<file path="config.mk">
export PLATFORM = sky130hd
export DESIGN_NAME = uart_tx_fifo_flat
export DESIGN_NICKNAME = d
export VERILOG_FILES = /design/src/rtl/uart_tx_fifo_if.sv /design/src/rtl/uart_tx_fifo.sv /design/src/flat_wrapper.sv
export SDC_FILE = /design/constraint.sdc
export NUM_CORES = 1
export LEC_CHECK = 0
export BUFFER_PORTS_ARGS = -buffer_cell sky130_fd_sc_hd__buf_2
export CAP_MARGIN = 0
export CORE_UTILIZATION = 65
export DETAILED_ROUTE_END_ITERATION = 10
export PLACE_DENSITY_LB_ADDON = 0.08
export SLEW_MARGIN = 20
export SYNTH_ARGS = -nofsm -noshare
export SYNTH_HDL_FRONTEND = slang
export SYNTH_SLANG_ARGS = --single-unit
export TNS_END_PERCENT = 30
</file>
<file path="constraint.sdc">
create_clock -name clk -period 3.55 [get_ports clk]
set_input_delay 0.71 -clock clk [delete_from_list [all_inputs] [get_ports clk]]
set_output_delay 0.71 -clock clk [all_outputs]
set_load 0.05 [all_outputs]
</file>
<file path="src/rtl/uart_tx_fifo_if.sv">
// Push-side handshake bundle for uart_tx_fifo: a word plus valid/ready.
// The master offers data; the slave (the transmitter FIFO) accepts when ready.
interface uart_tx_fifo_if #(
  parameter int DATA_WIDTH = 8
);
  logic [DATA_WIDTH-1:0] data;
  logic                  valid;
  logic                  ready;

  modport master (output data, output valid, input ready);
  modport slave  (input data, input valid, output ready);
endinterface

</file>
<file path="src/rtl/uart_tx_fifo.sv">
// UART transmitter fed by a small circular FIFO; queued words leave back-to-back
// with configurable width, baud divisor, parity and stop-bit count.
module uart_tx_fifo #(
  parameter int DATA_WIDTH   = 8,
  parameter int CLKS_PER_BIT = 217,
  parameter int PARITY       = 0,
  parameter int STOP_BITS    = 1,
  parameter int FIFO_DEPTH   = 4
) (
  input  logic                        clk,
  input  logic                        rst,
  uart_tx_fifo_if.slave               in_if,
  output logic                        tx_o,
  output logic                        busy_o,
  output logic [$clog2(FIFO_DEPTH):0] count_o
);
  localparam int AW     = $clog2(FIFO_DEPTH);
  localparam int CW     = AW + 1;
  localparam int BAUD_W = $clog2(CLKS_PER_BIT);
  // Wide enough for both the data-bit index and the stop-bit index.
  localparam int BIT_W  = $clog2(DATA_WIDTH + 1);

  typedef enum logic [2:0] {IDLE, START, DATA, PAR, STOP} state_t;

  state_t                  state_q, state_d;
  logic [BAUD_W-1:0]       baud_q, baud_d;
  logic [BIT_W-1:0]        bit_q, bit_d;
  logic [DATA_WIDTH-1:0]   shift_q, shift_d;
  logic                    par_q, par_d;
  logic                    tx_q, tx_d;
  logic [AW-1:0]           wr_ptr_q, wr_ptr_d;
  logic [AW-1:0]           rd_ptr_q, rd_ptr_d;
  logic [CW-1:0]           count_q, count_d;
  logic [DATA_WIDTH-1:0]   mem [FIFO_DEPTH];

  logic                    ready;
  logic                    push;
  logic                    pop;
  logic                    fifo_ne;
  logic                    baud_end;
  logic [DATA_WIDTH-1:0]   head;

  assign ready       = (count_q != CW'(FIFO_DEPTH));
  assign in_if.ready = ready;
  assign push        = in_if.valid && ready;
  assign fifo_ne     = (count_q != '0);
  assign head        = mem[rd_ptr_q];
  assign baud_end    = (baud_q == BAUD_W'(CLKS_PER_BIT - 1));

  function automatic logic parity_of(input logic [DATA_WIDTH-1:0] w);
    return (PARITY == 1) ? ~^w : ^w;
  endfunction

  always_comb begin
    state_d = state_q;
    baud_d  = baud_q;
    bit_d   = bit_q;
    shift_d = shift_q;
    par_d   = par_q;
    tx_d    = tx_q;
    pop     = 1'b0;

    unique case (state_q)
      IDLE: begin
        tx_d = 1'b1;
        if (fifo_ne) begin
          pop     = 1'b1;
          state_d = START;
          baud_d  = '0;
          shift_d = head;
          par_d   = parity_of(head);
          tx_d    = 1'b0;
        end
      end
      START: begin
        baud_d = baud_q + BAUD_W'(1);
        if (baud_end) begin
          baud_d  = '0;
          bit_d   = '0;
          state_d = DATA;
          tx_d    = shift_q[0];
        end
      end
      DATA: begin
        baud_d = baud_q + BAUD_W'(1);
        if (baud_end) begin
          baud_d  = '0;
          shift_d = shift_q >> 1;
          if (bit_q == BIT_W'(DATA_WIDTH - 1)) begin
            bit_d = '0;
            if (PARITY != 0) begin
              state_d = PAR;
              tx_d    = par_q;
            end else begin
              state_d = STOP;
              tx_d    = 1'b1;
            end
          end else begin
            bit_d = bit_q + BIT_W'(1);
            tx_d  = shift_q[1];
          end
        end
      end
      PAR: begin
        baud_d = baud_q + BAUD_W'(1);
        if (baud_end) begin
          baud_d  = '0;
          state_d = STOP;
          tx_d    = 1'b1;
        end
      end
      STOP: begin
        baud_d = baud_q + BAUD_W'(1);
        if (baud_end) begin
          baud_d = '0;
          if (bit_q == BIT_W'(STOP_BITS - 1)) begin
            bit_d = '0;
            // Chain straight into the next start bit when a word is waiting.
            if (fifo_ne) begin
              pop     = 1'b1;
              state_d = START;
              shift_d = head;
              par_d   = parity_of(head);
              tx_d    = 1'b0;
            end else begin
              state_d = IDLE;
              tx_d    = 1'b1;
            end
          end else begin
            bit_d = bit_q + BIT_W'(1);
          end
        end
      end
      default: begin
        state_d = IDLE;
        tx_d    = 1'b1;
      end
    endcase
  end

  always_comb begin
    wr_ptr_d = push ? wr_ptr_q + AW'(1) : wr_ptr_q;
    rd_ptr_d = pop  ? rd_ptr_q + AW'(1) : rd_ptr_q;
    count_d  = count_q + CW'(push) - CW'(pop);
  end

  always_ff @(posedge clk or posedge rst) begin
    if (rst) begin
      state_q  <= IDLE;
      baud_q   <= '0;
      bit_q    <= '0;
      shift_q  <= '0;
      par_q    <= 1'b0;
      tx_q     <= 1'b1;
      wr_ptr_q <= '0;
      rd_ptr_q <= '0;
      count_q  <= '0;
    end else begin
      state_q  <= state_d;
      baud_q   <= baud_d;
      bit_q    <= bit_d;
      shift_q  <= shift_d;
      par_q    <= par_d;
      tx_q     <= tx_d;
      wr_ptr_q <= wr_ptr_d;
      rd_ptr_q <= rd_ptr_d;
      count_q  <= count_d;
    end
  end

  // Storage needs no reset: occupancy decides which entries are meaningful.
  always_ff @(posedge clk) begin
    if (push) begin
      mem[wr_ptr_q] <= in_if.data;
    end
  end

  assign tx_o    = tx_q;
  assign busy_o  = (state_q != IDLE) || fifo_ne;
  assign count_o = count_q;
endmodule

</file>
<file path="src/flat_wrapper.sv">
// flat-port wrapper written by rule: the top's interface ports become plain ports
module uart_tx_fifo_flat 
#(
  parameter int DATA_WIDTH   = 8,
  parameter int CLKS_PER_BIT = 217,
  parameter int PARITY       = 0,
  parameter int STOP_BITS    = 1,
  parameter int FIFO_DEPTH   = 4
)
  (clk, rst, tx_o, busy_o, count_o, in_if_data, in_if_valid, in_if_ready);
  uart_tx_fifo_if #(.DATA_WIDTH(DATA_WIDTH)) in_if_i ();
  input  logic clk;
  input  logic rst;
  output logic tx_o;
  output logic busy_o;
  output logic [$clog2(FIFO_DEPTH):0] count_o;
  input wire logic [$bits(in_if_i.data)-1:0] in_if_data;
  input wire logic [$bits(in_if_i.valid)-1:0] in_if_valid;
  output wire logic [$bits(in_if_i.ready)-1:0] in_if_ready;
  assign in_if_i.data = in_if_data;
  assign in_if_i.valid = in_if_valid;
  assign in_if_ready = in_if_i.ready;
  uart_tx_fifo #(.DATA_WIDTH(DATA_WIDTH), .CLKS_PER_BIT(CLKS_PER_BIT), .PARITY(PARITY), .STOP_BITS(STOP_BITS), .FIFO_DEPTH(FIFO_DEPTH)) u_core (.clk(clk), .rst(rst), .in_if(in_if_i), .tx_o(tx_o), .busy_o(busy_o), .count_o(count_o));
endmodule
</file>
==> results.txt, run 1 <==
----------------------------------------------------
[Worst setup path]
  Required time of the critical path ... 3.78 ns
  Setup Crit Path Kind ... register to register
  Critical path launch point type ... register
  Data arrival at the endpoint of the critical path ... 2.88 ns
  Reg-to-reg slack, setup ... 0.90 ns
  Element type at the critical path end ... register
  Maximum fanout along the worst path ... 12

[Power and ir drop]
  Highest ir drop seen on vdd ... 0.474 mV
  Switching Share ... 0.299
  Cell internal power dissipation ... 1.24 mW
  Switching power summed over all nets ... 0.531 mW
  Gate power share ... 0.192
  Clock network fraction of design power ... 0.284
  Share of power burned in registers ... 0.524
  Leakage power total ... 1.37 nW
  PwrDens ... 537 nW/um^2

[Clock network]
  Skew-Pair Late Insertion Delay ... 0.34 ns
  CTS hold repair buffers ... 0
  Clock tree from TritonCTS ... yes
  Resize count post-CTS ... 0
  Deepest level of the CTS H-tree ... 3
  Count of buffers added by post-CTS timing repair for setup ... 0
  Number of buffers on the longest clock path ... 2
  Total CTS buffers ... 9
  CTS clk-pin slew, worst paths ... 0.07 ns
  Clock sink total ... 63
  Library cell used as clock root buffer ... sky130_fd_sc_hd__clkbuf_8

[Global routing]
  Maximum number of pins on one net before global-route repair ... 21
  Wire length of the first global-routing pass ... 8900 um
  Initial antenna violation count ... 0
  All-Layer GR Usage ... 0.248
  Grt total ovfl ... 0
  Via count of the first global-routing pass ... 1,957

[STA]
  Setup slack after layout ... 0.899 ns
  Final-layout setup total negative slack ... 0 ns
  Pin slew with the least headroom to its limit ... 0.792 ns
  Final Hold Viols ... 0
  Fmax ... 377 MHz
  Count of pins over their slew limit ... 0
  Unrepaired setup endpoints after global routing ... no
  Share of the cycle needed by the critical path after routing ... 0.747
  Post-route clock skew ... 0.00759 ns
  Tmin final ... 2.65 ns
  Setup-violating endpoint count in the final report ... 0
  Worst slew margin relative to its limit ... 0.472

[Synth]
  Area of the mapped netlist ... 3050 um^2
  Count of synthesis-stage warnings from yosys ... 0
  Flip-flop and latch count after synthesis ... 63
  Cells after Synth ... 225
  Count of cell types in the netlist ... 47
  Main synth FF type ... sky130_fd_sc_hd__edfxtp_1
  Post-synth EDFFs ... 32
  Avg Cell Area, Syn ... 13.5 um^2
  Nets in the synthesized netlist ... 247
  Post-synthesis async set-or-reset flop share ... 0.492
  Post-synthesis sequential area ratio ... 0.570

[Floorplan]
  Total I/O pin count ... 17
  Die area ... 4970 um^2
  Starting density of the core ... 0.686
  Horizontal die dimension ... 70.5 um
  Standard-cell row count ... 24
  Die Span Y ... 70.5 um
  Core ar. ... 4440 um^2

[Route]
  Total iterations of the first detailed-routing run ... 4
  Routed vias/inst ... 6.11
  Antenna-violating nets left ... 0
  Count of routing violations after the opening detailed-route iteration ... 154
  Total number of vias ... 1,844
  Total routed wirelength ... 5250 um
  Avg WL per Cell ... 17.4 um
  DRC errors left ... 0

[Placement]
  Count of port buffers added during placement ... 16
  Final estimated routing congestion in global placement ... 0.861
  Post-placement worst setup slack ... 0.932 ns
  Estimated wirelength of the detail-placed design ... 3710 um

[Final layout]
  Share of layout cells above drive strength 1 ... 0.260
  Antenna diodes ... 0
  # nets final ... 267
  Area added between synthesis and finish ... 8.42%

[Worst hold path]
  Classification of the worst-slack hold path ... register to register

[Flow run]
  Count of maximum capacitance violations ... 0

[Run status]
  Result of the run ... complete, no violations

----------------------------------------------------
-- power groups by stage --
stage	registers (mW)	clock network, mW	logic (mW)
2_1_floorplan	0.994	0	0.198
3_3_place_gp	0.934	0	0.325
3_5_place_dp	0.945	0	0.346
4_1_cts	0.931	0.513	0.348
5_1_grt	0.941	0.539	0.378
6_report	0.931	0.503	0.341
-- Yosys cell counts (all sizes together), types with 4 or more instances --
| master | number | area, um^2 |
|---|---|---|
| edfxtp | 32 | 961 |
| or2 | 4 | 25.0 |
| mux4 | 8 | 180 |
| o21ai | 11 | 55.1 |
| xnor2 | 4 | 35.0 |
| buf | 5 | 40.0 |
| nand3 | 8 | 40.0 |
| mux2 | 15 | 206 |
| ha | 10 | 125 |
| a21oi | 7 | 46.3 |
| dfrtp | 30 | 751 |
| inv | 19 | 71.3 |
| nor2 | 8 | 30.0 |
| nand2 | 11 | 41.3 |
| and3 | 4 | 25.0 |
| a22o | 4 | 35.0 |
| and2 | 5 | 31.3 |
-- stage by stage --
step / instance area, um^2 / util / std cells / hold WS [ns] / power, mW
after global placement: 3150 / 0.708 / 286 / 0.464 / 1.26
final: 3300 / 0.743 / 302 / 0.485 / 1.78
after global routing: 3300 / 0.743 / 302 / 0.505 / 1.86
after CTS: 3300 / 0.743 / 302 / 0.490 / 1.79
after floorplan: 3050 / - / 225 / 0.454 / 1.19
after detailed placement: 3150 / 0.708 / 286 / 0.476 / 1.29
-- cells in the final DEF (no fill, tap or decap), types with 3 or more instances in the layout --
master and count:
sky130_fd_sc_hd__mux2i_1 3, sky130_fd_sc_hd__nand3_1 8, sky130_fd_sc_hd__or2_2 4, sky130_fd_sc_hd__a31o_2 3, sky130_fd_sc_hd__and2_1 4, sky130_fd_sc_hd__mux2_4 10, sky130_fd_sc_hd__inv_1 19, sky130_fd_sc_hd__nand2_1 11
sky130_fd_sc_hd__a21oi_1 6, sky130_fd_sc_hd__ha_1 10, sky130_fd_sc_hd__clkbuf_8 9, sky130_fd_sc_hd__buf_2 16, sky130_fd_sc_hd__dfrtp_1 30, sky130_fd_sc_hd__xnor2_1 4, sky130_fd_sc_hd__a22o_1 4, sky130_fd_sc_hd__mux2_2 4
sky130_fd_sc_hd__a31oi_1 3, sky130_fd_sc_hd__mux4_2 8, sky130_fd_sc_hd__and3_1 4, sky130_fd_sc_hd__clkinv_2 4, sky130_fd_sc_hd__edfxtp_1 32, sky130_fd_sc_hd__xor2_1 3, sky130_fd_sc_hd__nor3_1 3, sky130_fd_sc_hd__o21ai_0 10
sky130_fd_sc_hd__nor2_1 8
-- final timing paths --
kind,startpoint,to,cells after the start
max,u_core.state_q[2]$_DFFE_PP0P_,u_core.count_o[2]$_DFF_PP0_,8
min reg2reg,u_core.shift_q[6]$_DFFE_PP0P_,u_core.shift_q[6]$_DFFE_PP0P_,1
min in group asynchronous,rst,u_core.baud_q[3]$_DFFE_PP0P_,2
max reg2reg,u_core.state_q[2]$_DFFE_PP0P_,u_core.count_o[2]$_DFF_PP0_,8
max in group asynchronous,rst,u_core.wr_ptr_q[1]$_DFFE_PP0P_,3
min,u_core.shift_q[6]$_DFFE_PP0P_,u_core.shift_q[6]$_DFFE_PP0P_,1
-- cell families (layout without fill, tap and decap cells) --
| logic type | count (synthesis) | count (layout) | share of synthesized area |
|---|---|---|---|
| AOI/OAI and AO/OA | 37 | 37 | 0.0850 |
| xor gates and xnor gates | 7 | 7 | 0.0201 |
| adders and majority gates | 11 | 11 | 0.0476 |
| buffers and inverters | 27 | 52 | 0.0402 |
| DFF | 63 | 63 | 0.570 |
| muxes | 26 | 26 | 0.137 |
| and+or+nand+nor | 54 | 54 | 0.0998 |
-- state kept, by name, indices dropped and copies added, names as in the netlist --
signal,count
u_core.tx_o,1
u_core.mem,32
u_core.count_o,3
u_core.shift_q,8
u_core.bit_q,4
u_core.baud_q,8
u_core.rd_ptr_q,2
u_core.state_q,3
u_core.wr_ptr_q,2
-- critical path, cell delays in order, from the launching register on --
cell                       delay (ns)
sky130_fd_sc_hd__dfrtp_1         0.54
sky130_fd_sc_hd__or3b_4          0.45
sky130_fd_sc_hd__o211ai_2        0.32
sky130_fd_sc_hd__a21oi_1         0.19
sky130_fd_sc_hd__ha_1            0.32
sky130_fd_sc_hd__inv_1           0.04
sky130_fd_sc_hd__ha_1            0.18
sky130_fd_sc_hd__fa_1            0.37
sky130_fd_sc_hd__xnor2_1         0.13
-- cell type report --
class / count / area [um^2]
Multi-Input combinational cell: 135 / 1190
Clock buffer: 10 / 128
Tap cell: 52 / 65.1
Sequential cell: 63 / 1740
Timing Repair Buffer: 17 / 87.6
Inverter: 19 / 71.3
Clock inverter: 6 / 27.5
Fill cell: 300 / 1140
-- layer usage --
| layer | wire length [um] | up-vias | GRT usage |
|---|---|---|---|
| met5 | 0 | - | 0 |
| li1 | - | 862 | - |
| met4 | 107 | 0 | 0.107 |
| met1 | 2190 | 928 | 0.286 |
| met2 | 2760 | 44 | 0.424 |
| met3 | 192 | 10 | 0.0794 |
No activity file was read; power rests on OpenSTA's default activity.
==> run 2: changes to the inputs <==
CORE_UTILIZATION = 60   (was 65)
clock period = 2.7 ns   (was 3.55 ns; I/O delays follow)
==> run 2 against run 1 <==
Effect of this change: wire length increased by 5.7%; critical endpoint unchanged; die area increased by 8.1%; clock power increased by 73%; maximum frequency increased by 6.4%; register-to-register slack got worse by 0.69 ns; combinational power increased by 35%; setup slack got worse by 0.69 ns; sequential cell count unchanged; cell count increased by 6.0%; critical path depth increased by 2; clock skew increased by 0.0013 ns.
==> results.txt, run 2 (synthesis results as in run 1) <==
----------------------------------------------------
[Worst setup path]
  Maximum fanout along the worst path ... 4 (-8)
  Data arrival at the endpoint of the critical path ... 2.72 ns (-0.16 ns)
  Top cell by count, worst path ... sky130_fd_sc_hd__ha_1
  Required time of the critical path ... 2.93 ns (-0.85 ns)
  Slowest-stage cell, CP ... sky130_fd_sc_hd__dfrtp_1
  Element type at the critical path end ... register
  Setup Crit Path Kind ... register to register
  Critical path's largest stage delay ... 0.42 ns (-0.12 ns)
  Critical path launch point type ... register
  Cell-by-cell trace of the critical path ... inv_1 > ha_1 > nor3b_2 > o211ai_2 > a21oi_1 > ha_1 > inv_1 > ha_1 > fa_1 > xnor2_1

[Clock network]
  Deepest level of the CTS H-tree ... 3 (unchanged)
  Clock sink total ... 63 (unchanged)
  CTS clk-pin slew, worst paths ... 0.07 ns (about the same)
  Clock tree from TritonCTS ... yes
  Number of buffers on the longest clock path ... 2 (unchanged)
  Resize count post-CTS ... 0 (unchanged)
  Library cell used as clock root buffer ... sky130_fd_sc_hd__clkbuf_8
  Count of buffers added by post-CTS timing repair for setup ... 0 (unchanged)
  Total CTS buffers ... 9 (unchanged)
  Skew-Pair Late Insertion Delay ... 0.34 ns (about the same)
  CTS hold repair buffers ... 0 (unchanged)

[STA]
  Pin slew with the least headroom to its limit ... 0.624 ns (-0.168 ns)
  Final Hold Viols ... 0 (unchanged)
  Hold Worst Slack ... 0.280 ns (-0.205 ns)
  Count of pins over their slew limit ... 0 (unchanged)
  Post-route clock skew ... 0.00894 ns (+0.00135 ns)
  Worst slew margin relative to its limit ... 0.581 (+0.110)
  Unrepaired setup endpoints after global routing ... no
  Share of the cycle needed by the critical path after routing ... 0.923 (+0.176)
  Fmax ... 401 MHz (+6.4%)
  Final-layout setup total negative slack ... 0 ns (unchanged)
  Setup-violating endpoint count in the final report ... 0 (unchanged)
  Tmin final ... 2.49 ns (-0.160 ns)

[Final layout]
  Commonest non-fill, non-tap cell in the layout ... sky130_fd_sc_hd__edfxtp_1
  Number of flip-flops in the largest register ... 32 (unchanged)
  Design Area, Final ... 3400 um^2 (+3.0%)
  Area added between synthesis and finish ... 11.7%
  Most frequent cells in the layout ... sky130_fd_sc_hd__edfxtp_1, sky130_fd_sc_hd__dfrtp_1, sky130_fd_sc_hd__inv_1
  Post-layout util ... 0.706 (-0.0370)
  Antenna diodes ... 0 (unchanged)
  Leading registers by flop count ... u_core.mem: 32 flops, u_core.baud_q: 8 flops, u_core.shift_q: 8 flops
  # nets final ... 270 (+1.1%)
  Share of layout cells above drive strength 1 ... 0.273 (+0.0127)
  Largest Register ... u_core.mem

[Flow run]
  Count of maximum capacitance violations ... 0 (unchanged)

[Floorplan]
  Horizontal die dimension ... 73.3 um (+4.0%)
  Starting density of the core ... 0.632 (-0.0531)
  Total I/O pin count ... 17 (unchanged)
  Core ar. ... 4820 um^2 (+8.4%)
  Die Span Y ... 73.3 um (+4.0%)
  Die area ... 5370 um^2 (+8.1%)
  Standard-cell row count ... 25 (+4.2%)

[Worst hold path]
  Classification of the worst-slack hold path ... input port to async pin

[Power and ir drop]
  Highest ir drop seen on vdd ... 1.05 mV (+120%)
  Design Power ... 2.56 mW (+44%)
  Leakage power total ... 1.40 nW (+2.5%)
  PwrDens ... 753 nW/um^2 (+40%)

[Placement]
  Final estimated routing congestion in global placement ... 0.853 (-0.87%)
  Count of port buffers added during placement ... 16 (unchanged)
  Placed standard-cell area ... 3190 um^2 (+1.3%)
  Estimated wirelength of the detail-placed design ... 3940 um (+6.2%)

[Route]
  Total iterations of the first detailed-routing run ... 4 (unchanged)
  Avg WL per Cell ... 17.3 um (-0.23%)
  Total number of vias ... 1,871 (+1.5%)
  Antenna-violating nets left ... 0 (unchanged)
  Total routed wirelength ... 5550 um (+5.7%)
  DRC errors left ... 0 (unchanged)
  Count of routing violations after the opening detailed-route iteration ... 102 (-34%)
  Routed vias/inst ... 5.85 (-4.2%)

[Run status]
  Result of the run ... complete, no violations

[Global routing]
  All-Layer GR Usage ... 0.242 (-0.00621)
  Grt total ovfl ... 0 (unchanged)
  Via count of the first global-routing pass ... 2,001 (+2.2%)
  Initial antenna violation count ... 0 (unchanged)
  Maximum number of pins on one net before global-route repair ... 32 (+52%)
  Wire length of the first global-routing pass ... 9380 um (+5.4%)

----------------------------------------------------
## run 2: cell type report
type / instances / area [um^2]
clock buffers: 10 / 128
clock inverters: 6 / 85.1
fillers: 357 / 1420
inverters: 19 / 71.3
multi-input cells: 135 / 1190
flip-flops and latches: 63 / 1740
well taps: 67 / 83.8
repair buffers: 20 / 110
## run 2: routing by layer
metal	track usage	wire length, um	share of wire	up-vias
li1	-	-	-	869
met1	0.302	2460	0.44	953
met2	0.396	2850	0.51	43
met3	0.0809	191	0.034	6
met4	0.0828	53	0.0096	0
met5	0	0	0	-
## run 2: stage by stage
step / setup slack (ns) / instances
floorplan: 0.191 / 225
global placement: 0.331 / 304
detailed placement: 0.223 / 304
CTS: 0.205 / 320
global route: 0.0482 / 320
finish: 0.208 / 320
## run 2: final timing paths
kind	from	to	slack [ns]	cells after the start
min reg2reg	u_core.shift_q[6]$_DFFE_PP0P_	u_core.shift_q[6]$_DFFE_PP0P_	0.50	1
max in group asynchronous	rst	u_core.tx_o$_DFFE_PP1P_	2.09	3
min in group clk	in_if_data[0]	u_core.mem[0][0]$_DFFE_PP_	0.41	1
max reg2reg	u_core.bit_q[0]$_DFFE_PP0P_	u_core.count_o[2]$_DFF_PP0_	0.21	10
min	rst	u_core.wr_ptr_q[0]$_DFFE_PP0P_	0.28	3
max	u_core.bit_q[0]$_DFFE_PP0P_	u_core.count_o[2]$_DFF_PP0_	0.21	10
## run 2: critical path, delay by kind of cell, from the launching register on
family | cells | cell delay [ns]
DFF | 1 | 0.42
xor gates and xnor gates | 1 | 0.14
adders and majority gates | 4 | 0.89
buffers and inverters | 2 | 0.11
and+or+nand+nor | 1 | 0.29
AOI/OAI and AO/OA | 2 | 0.53
## run 2: where the power goes
| part | leakage [nW] | internal, mW | switching (mW) |
|---|---|---|---|
| clock | 0.104 | 0.516 | 0.354 |
| combinational | 0.625 | 0.162 | 0.300 |
| sequential | 0.672 | 1.16 | 0.0701 |
